==> src/rtl/ahci_ll_pkg.sv <==
// Shared link-layer definitions: dword width, FIS type codes and the
// control-FIS transmit framer state encoding.
package ahci_ll_pkg;

  localparam int DW_WIDTH = 32;

  localparam logic [7:0] FIS_TYPE_REG_H2D = 8'h27;
  localparam logic [7:0] FIS_TYPE_REG_D2H = 8'h34;
  localparam logic [7:0] FIS_TYPE_DMA_ACT = 8'h39;
  localparam logic [7:0] FIS_TYPE_PIO_SU  = 8'h5F;
  localparam logic [7:0] FIS_TYPE_DEV_BIT = 8'hA1;

  typedef enum logic [2:0] {
    ST_IDLE,
    ST_LOAD,
    ST_SEND,
    ST_GAP,
    ST_DROP
  } tx_state_e;

endpackage

==> src/rtl/ctrl_tx_buf.sv <==
// Frame buffer: simple dual-port RAM with synchronous write and a registered
// read address, so read data lines up with the registered transport strobes.
module ctrl_tx_buf #(
  parameter int AW = 4,
  parameter int DW = 32
) (
  input  logic          clk,
  input  logic          we,
  input  logic [AW-1:0] waddr,
  input  logic [DW-1:0] wdata,
  input  logic [AW-1:0] raddr,
  output logic [DW-1:0] rdata
);

  logic [DW-1:0] mem [2**AW];
  logic [AW-1:0] raddr_q;

  always_ff @(posedge clk) begin
    if (we) mem[waddr] <= wdata;
    raddr_q <= raddr;
  end

  assign rdata = mem[raddr_q];

endmodule

==> src/rtl/ctrl_tx_ll.sv <==
// Control-FIS transmit framer: buffers a whole frame from the command engine,
// then replays it to the link layer with SOF/EOF framing and discontinue retry.
module ctrl_tx_ll
  import ahci_ll_pkg::*;
#(
  parameter int C_DEPTH_LOG2 = 4,
  parameter int C_RETRY      = 3
) (
  input  logic                phyclk,
  input  logic                phyreset,
  input  logic [DW_WIDTH-1:0] ctrl_tx_data,
  input  logic                ctrl_tx_sof,
  input  logic                ctrl_tx_eof,
  input  logic                ctrl_tx_valid,
  output logic                ctrl_tx_ready,
  output logic                ctrl_tx_busy,
  output logic                ctrl_tx_done,
  output logic                ctrl_tx_err,
  output logic [DW_WIDTH-1:0] trn_td,
  output logic                trn_tsof_n,
  output logic                trn_teof_n,
  output logic                trn_tsrc_rdy_n,
  output logic                trn_tsrc_dsc_n,
  input  logic                trn_tdst_rdy_n,
  input  logic                trn_tdst_dsc_n
);

  localparam int AW = C_DEPTH_LOG2;
  localparam int LW = C_DEPTH_LOG2 + 1;
  localparam int RW = $clog2(C_RETRY) + 1;
  localparam logic [LW-1:0] DEPTH     = LW'(2**C_DEPTH_LOG2);
  localparam logic [RW-1:0] RETRY_MAX = RW'(C_RETRY);

  tx_state_e state, state_n;
  logic [LW-1:0] len, len_n;
  logic [AW-1:0] rd_ptr, rd_ptr_n;
  logic [AW-1:0] last_addr, last_addr_n;
  logic [RW-1:0] attempt, attempt_n, attempt_inc;
  logic          done_n, err_n;
  logic          we;
  logic [AW-1:0] waddr;
  logic          accept, handshake;
  logic [DW_WIDTH-1:0] rd_data;

  assign ctrl_tx_ready  = !phyreset &&
                          (state == ST_IDLE || state == ST_LOAD || state == ST_DROP);
  assign ctrl_tx_busy   = (state != ST_IDLE);
  assign accept         = ctrl_tx_valid && ctrl_tx_ready;
  assign handshake      = !trn_tsrc_rdy_n && !trn_tdst_rdy_n;
  assign last_addr      = AW'(len - LW'(1));
  assign last_addr_n    = AW'(len_n - LW'(1));
  assign attempt_inc    = attempt + RW'(1);
  assign trn_tsrc_dsc_n = 1'b1;
  // Data is forced to zero whenever no beat is offered, which also hides stale RAM.
  assign trn_td         = trn_tsrc_rdy_n ? '0 : rd_data;

  ctrl_tx_buf #(
    .AW (AW),
    .DW (DW_WIDTH)
  ) u_buf (
    .clk   (phyclk),
    .we    (we),
    .waddr (waddr),
    .wdata (ctrl_tx_data),
    .raddr (rd_ptr_n),
    .rdata (rd_data)
  );

  always_comb begin
    state_n   = state;
    len_n     = len;
    rd_ptr_n  = rd_ptr;
    attempt_n = attempt;
    done_n    = 1'b0;
    err_n     = 1'b0;
    we        = 1'b0;
    waddr     = len[AW-1:0];
    case (state)
      ST_IDLE: begin
        if (accept && ctrl_tx_sof) begin
          we        = 1'b1;
          waddr     = '0;
          len_n     = LW'(1);
          rd_ptr_n  = '0;
          attempt_n = '0;
          state_n   = ctrl_tx_eof ? ST_SEND : ST_LOAD;
        end
      end
      ST_LOAD: begin
        // A fresh SOF abandons the partial frame and starts over at word 0.
        if (accept && ctrl_tx_sof) begin
          we        = 1'b1;
          waddr     = '0;
          len_n     = LW'(1);
          rd_ptr_n  = '0;
          attempt_n = '0;
          state_n   = ctrl_tx_eof ? ST_SEND : ST_LOAD;
        end else if (accept && len == DEPTH) begin
          err_n   = 1'b1;
          state_n = ctrl_tx_eof ? ST_IDLE : ST_DROP;
        end else if (accept) begin
          we    = 1'b1;
          len_n = len + LW'(1);
          if (ctrl_tx_eof) begin
            rd_ptr_n  = '0;
            attempt_n = '0;
            state_n   = ST_SEND;
          end
        end
      end
      ST_DROP: begin
        if (accept && ctrl_tx_eof) state_n = ST_IDLE;
      end
      ST_SEND: begin
        // Discontinue wins over a handshake in the same cycle.
        if (!trn_tdst_dsc_n) begin
          if (attempt_inc < RETRY_MAX) begin
            attempt_n = attempt_inc;
            state_n   = ST_GAP;
          end else begin
            attempt_n = '0;
            err_n     = 1'b1;
            state_n   = ST_IDLE;
          end
        end else if (handshake) begin
          if (rd_ptr == last_addr) begin
            attempt_n = '0;
            done_n    = 1'b1;
            state_n   = ST_IDLE;
          end else begin
            rd_ptr_n = rd_ptr + AW'(1);
          end
        end
      end
      ST_GAP: begin
        rd_ptr_n = '0;
        state_n  = ST_SEND;
      end
      default: state_n = ST_IDLE;
    endcase
  end

  // Transport strobes are registered from the next state so a beat appears
  // the cycle after EOF is accepted and holds while the link layer stalls.
  always_ff @(posedge phyclk) begin
    if (phyreset) begin
      state          <= ST_IDLE;
      len            <= '0;
      rd_ptr         <= '0;
      attempt        <= '0;
      trn_tsrc_rdy_n <= 1'b1;
      trn_tsof_n     <= 1'b1;
      trn_teof_n     <= 1'b1;
      ctrl_tx_done   <= 1'b0;
      ctrl_tx_err    <= 1'b0;
    end else begin
      state          <= state_n;
      len            <= len_n;
      rd_ptr         <= rd_ptr_n;
      attempt        <= attempt_n;
      trn_tsrc_rdy_n <= (state_n != ST_SEND);
      trn_tsof_n     <= !(state_n == ST_SEND && rd_ptr_n == '0);
      trn_teof_n     <= !(state_n == ST_SEND && rd_ptr_n == last_addr_n);
      ctrl_tx_done   <= done_n;
      ctrl_tx_err    <= err_n;
    end
  end

endmodule

==> config.mk <==
export PLATFORM = sky130hd
export DESIGN_NAME = ctrl_tx_ll
export DESIGN_NICKNAME = d
export VERILOG_FILES = /design/src/rtl/ahci_ll_pkg.sv /design/src/rtl/ctrl_tx_buf.sv /design/src/rtl/ctrl_tx_ll.sv
export SDC_FILE = /design/constraint.sdc
export NUM_CORES = 1
export LEC_CHECK = 0
export ABC_AREA = 1
export CORE_AREA = 5 5 244 246
export CTS_CLUSTER_SIZE = 24
export DETAILED_ROUTE_END_ITERATION = 16
export DIE_AREA = 0 0 249 251
export DONT_BUFFER_PORTS = 1
export PLACE_DENSITY_LB_ADDON = 0.12
export SYNTH_ARGS = -nofsm -noshare
export SYNTH_HDL_FRONTEND = slang
export SYNTH_SLANG_ARGS = --single-unit
==> constraint.sdc <==
create_clock -name phyclk -period 5.1 [get_ports phyclk]
set_input_delay 1.02 -clock phyclk [delete_from_list [all_inputs] [get_ports phyclk]]
set_output_delay 1.02 -clock phyclk [all_outputs]
set_load 0.03 [all_outputs]
==> reports/results.ini <==
[pwr]
p_seq_frac = 0.546
ir_drop_v = 0.0002278
p_sw_mw = 1.782
pwr_density_cell_nw_per_um2 = 368.5
netSwitchingFraction = 0.2005
p_leak_nw = 7.656
p_int_mw = 7.107
clock_power_share = 0.437
p_comb_frac = 0.017
power_mw = 8.890

[global_routing]
overflow = 0
grtUsageTotal = 0.1836
grt_pass1_vias = 13340
grt_start_max_net_pins = 182
antenna_found_initial = 0
grt_pass1_wl_mm = 87.86

[route]
via_count = 13460
drtAntennaViolNets = 0
first_pass_iters = 6
drc = 0
wl_mm = 59.42
via_per_inst = 5.554
wire_per_inst_um = 24.51
detail_route.iter0.violations = 1006

[clock_tree]
cts.repair.resized = 0
postCtsSetupRepairBufs = 0
cts_tree = yes
cts_buffer_depth = 3
cts_max_level = 2
cts_hold_buffers = 0
clkTransAtPathRegs_ns = 0.06
clkLatencyLatePin_ns = 0.59
numCtsBuffers = 57
clock-sinks = 536
root_buffer = clkbuf_16

[floorplan]
core_area_um2 = 57140
die_y_um = 251
die_area_um2 = 62500
die_w_um = 249
start_util = 0.3746
num_rows = 88
num_io_pins = 79

[timing]
rsz0062_at_grt = no
hold_viol_final = 0
skew_ns = 0.01644
slew_viol_final = 0
clock.fmax_ghz = 0.2414
finalCriticalPeriod_ns = 4.142
setup_tns_ns = 0
slew_headroom = 0.2120
setup_viol = 0
worstMarginPinSlew_ns = 1.182
fin_crit_sh = 0.8121
hold_ws_ns = 0.4695

[worst_setup_path]
crit_type = reg2out
regToRegSetupSlack_ns = 1.98
r2r_cells = 8
worstSetupStartpointType = register
crit_fanout = 86
r2r_end = u_buf.mem[3][22]$_DFFE_PP_
crit_arrival_ns = 3.12
reg2reg_from = len[0]$_SDFF_PP0_
required_ns = 4.08
end_kind = primary output

[logic_synthesis]
synth_top_area_frac = 0.7182
yosysUniqueCellTypes = 37
netlist_top_cells_count = edfxtp_1 (512), nor2_1 (292), o21ai_0 (258)
syn_inst = 1633
synth_edf_count = 512
async_reset_ff_frac = 0
synth.avg_cell_area_um2 = 13.11
synth_top_flop_cell = edfxtp_1
netlist_area_um2 = 21410
syn-num-nets = 1678
seq_area_frac_synth = 0.7407
synth_warnings = 0
ys_top_cells_by_area = edfxtp_1 (72%), o21ai_0 (6.0%), nor2_1 (5.1%)
yosys.area.top_type = edfxtp_1
ys_ff_latch = 536
yosysMostFrequentCell = edfxtp_1

[outcome]
outcome = finished, final reports clean

[place]
io_buffers = 0
gp_congestion = 0.7693
post-dp-hpwl_mm = 29.76

[final_layout]
syn_to_final_growth_pct = 12.71
nets = 1663
drive_gt1_frac = 0.1043

[hold_path]
worstHoldStart = attempt[1]$_SDFFE_PP0P_
min_to = attempt[1]$_SDFFE_PP0P_
hp-class = reg2reg
hold_depth = 2

[flow_run]
maxCapViolations = 0

worst max-delay path by stage:
stage | to | slack [ns] | depth (start not counted)
3_3_place_gp | trn_td[24] | 1.58 | 6
5_1_grt | trn_td[24] | 0.81 | 6
6_report | trn_td[24] | 0.96 | 6
4_1_cts | trn_td[24] | 0.88 | 6
3_5_place_dp | trn_td[24] | 1.54 | 6
2_1_floorplan | u_buf.mem[7][0]$_DFFE_PP_ | 0.68 | 8
power by group through the flow:
| stage | registers [mW] | clock network, mW | logic [mW] |
|---|---|---|---|
| after floorplan | 4.94 | 0 | 0.115 |
| after global placement | 4.94 | 0 | 0.152 |
| after detailed placement | 4.94 | 0 | 0.152 |
| after CTS | 4.85 | 4.00 | 0.152 |
| after global routing | 4.85 | 4.16 | 0.166 |
| final | 4.85 | 3.89 | 0.150 |
layer usage:
layer / up-vias / track usage / wire, um
li1: 6135 / - / -
met1: 6894 / 0.2557 / 26480
met2: 344 / 0.3028 / 28390
met3: 89 / 0.03114 / 3266
met4: 0 / 0.04714 / 1284
met5: - / 0 / 0
metrics by stage:
stage	worst slack, ns	instance area [um2]	utilization	instances
global route	0.8077	24120	0.4222	2423
finish	0.9581	24130	0.4222	2424
detailed placement	1.539	22410	0.3921	2324
CTS	0.8792	24120	0.4222	2423
floorplan	0.6751	21410	-	1633
global placement	1.579	22410	0.3921	2324
worst max-delay path: stages (launching register included):
cell and delay (ns):
dfxtp_4 0.37, inv_6 0.49, buf_12 0.35, o21ai_0 0.13, o221ai_1 0.19, o211ai_1 0.14, a21oi_1 0.72
cells in the final DEF, fill, tap and decap left out, drive strengths merged, types with 3 or more instances in the layout:
cell / instances
inv: 46
buf: 39
nand3: 68
clkinv: 26
xor2: 3
o211ai: 42
nor3: 6
a21oi: 42
nand2: 69
clkbuf: 69
nand4: 6
o221ai: 87
o21ai: 259
bufinv: 4
nor2: 300
dfxtp: 24
ha: 6
edfxtp: 512
o22ai: 43
registers in the layout, indices dropped and copies added, names as in the netlist, named ones only:
register / count
attempt: 3
u_buf.mem: 512
rd_ptr: 4
ctrl_tx_done: 1
trn_teof_n: 1
len: 5
trn_tsof_n: 1
state: 3
ctrl_tx_err: 1
trn_tsrc_rdy_n: 1
final cells by class:
class                           instances  area, um2
Inverter                               46      180.2
Tap cell                              765      957.2
Clock buffer                           69       1471
Clock inverter                         30      244.0
Multi-Input combinational cell        938       5047
Fill cell                            5290      33020
Antenna cell                            1      2.502
Timing Repair Buffer                   39      355.3
Sequential cell                       536      15870
cells by family after synthesis:
| kind of cell | synth area share |
|---|---|
| other cells | 0.0001752 |
| xor+xnor | 0.001637 |
| compound gates | 0.1350 |
| simple gates | 0.08995 |
| fa+ha+maj | 0.003507 |
| flops | 0.7407 |
| buf+inv | 0.02911 |
Note: power is estimated with default switching activity, not from simulation.
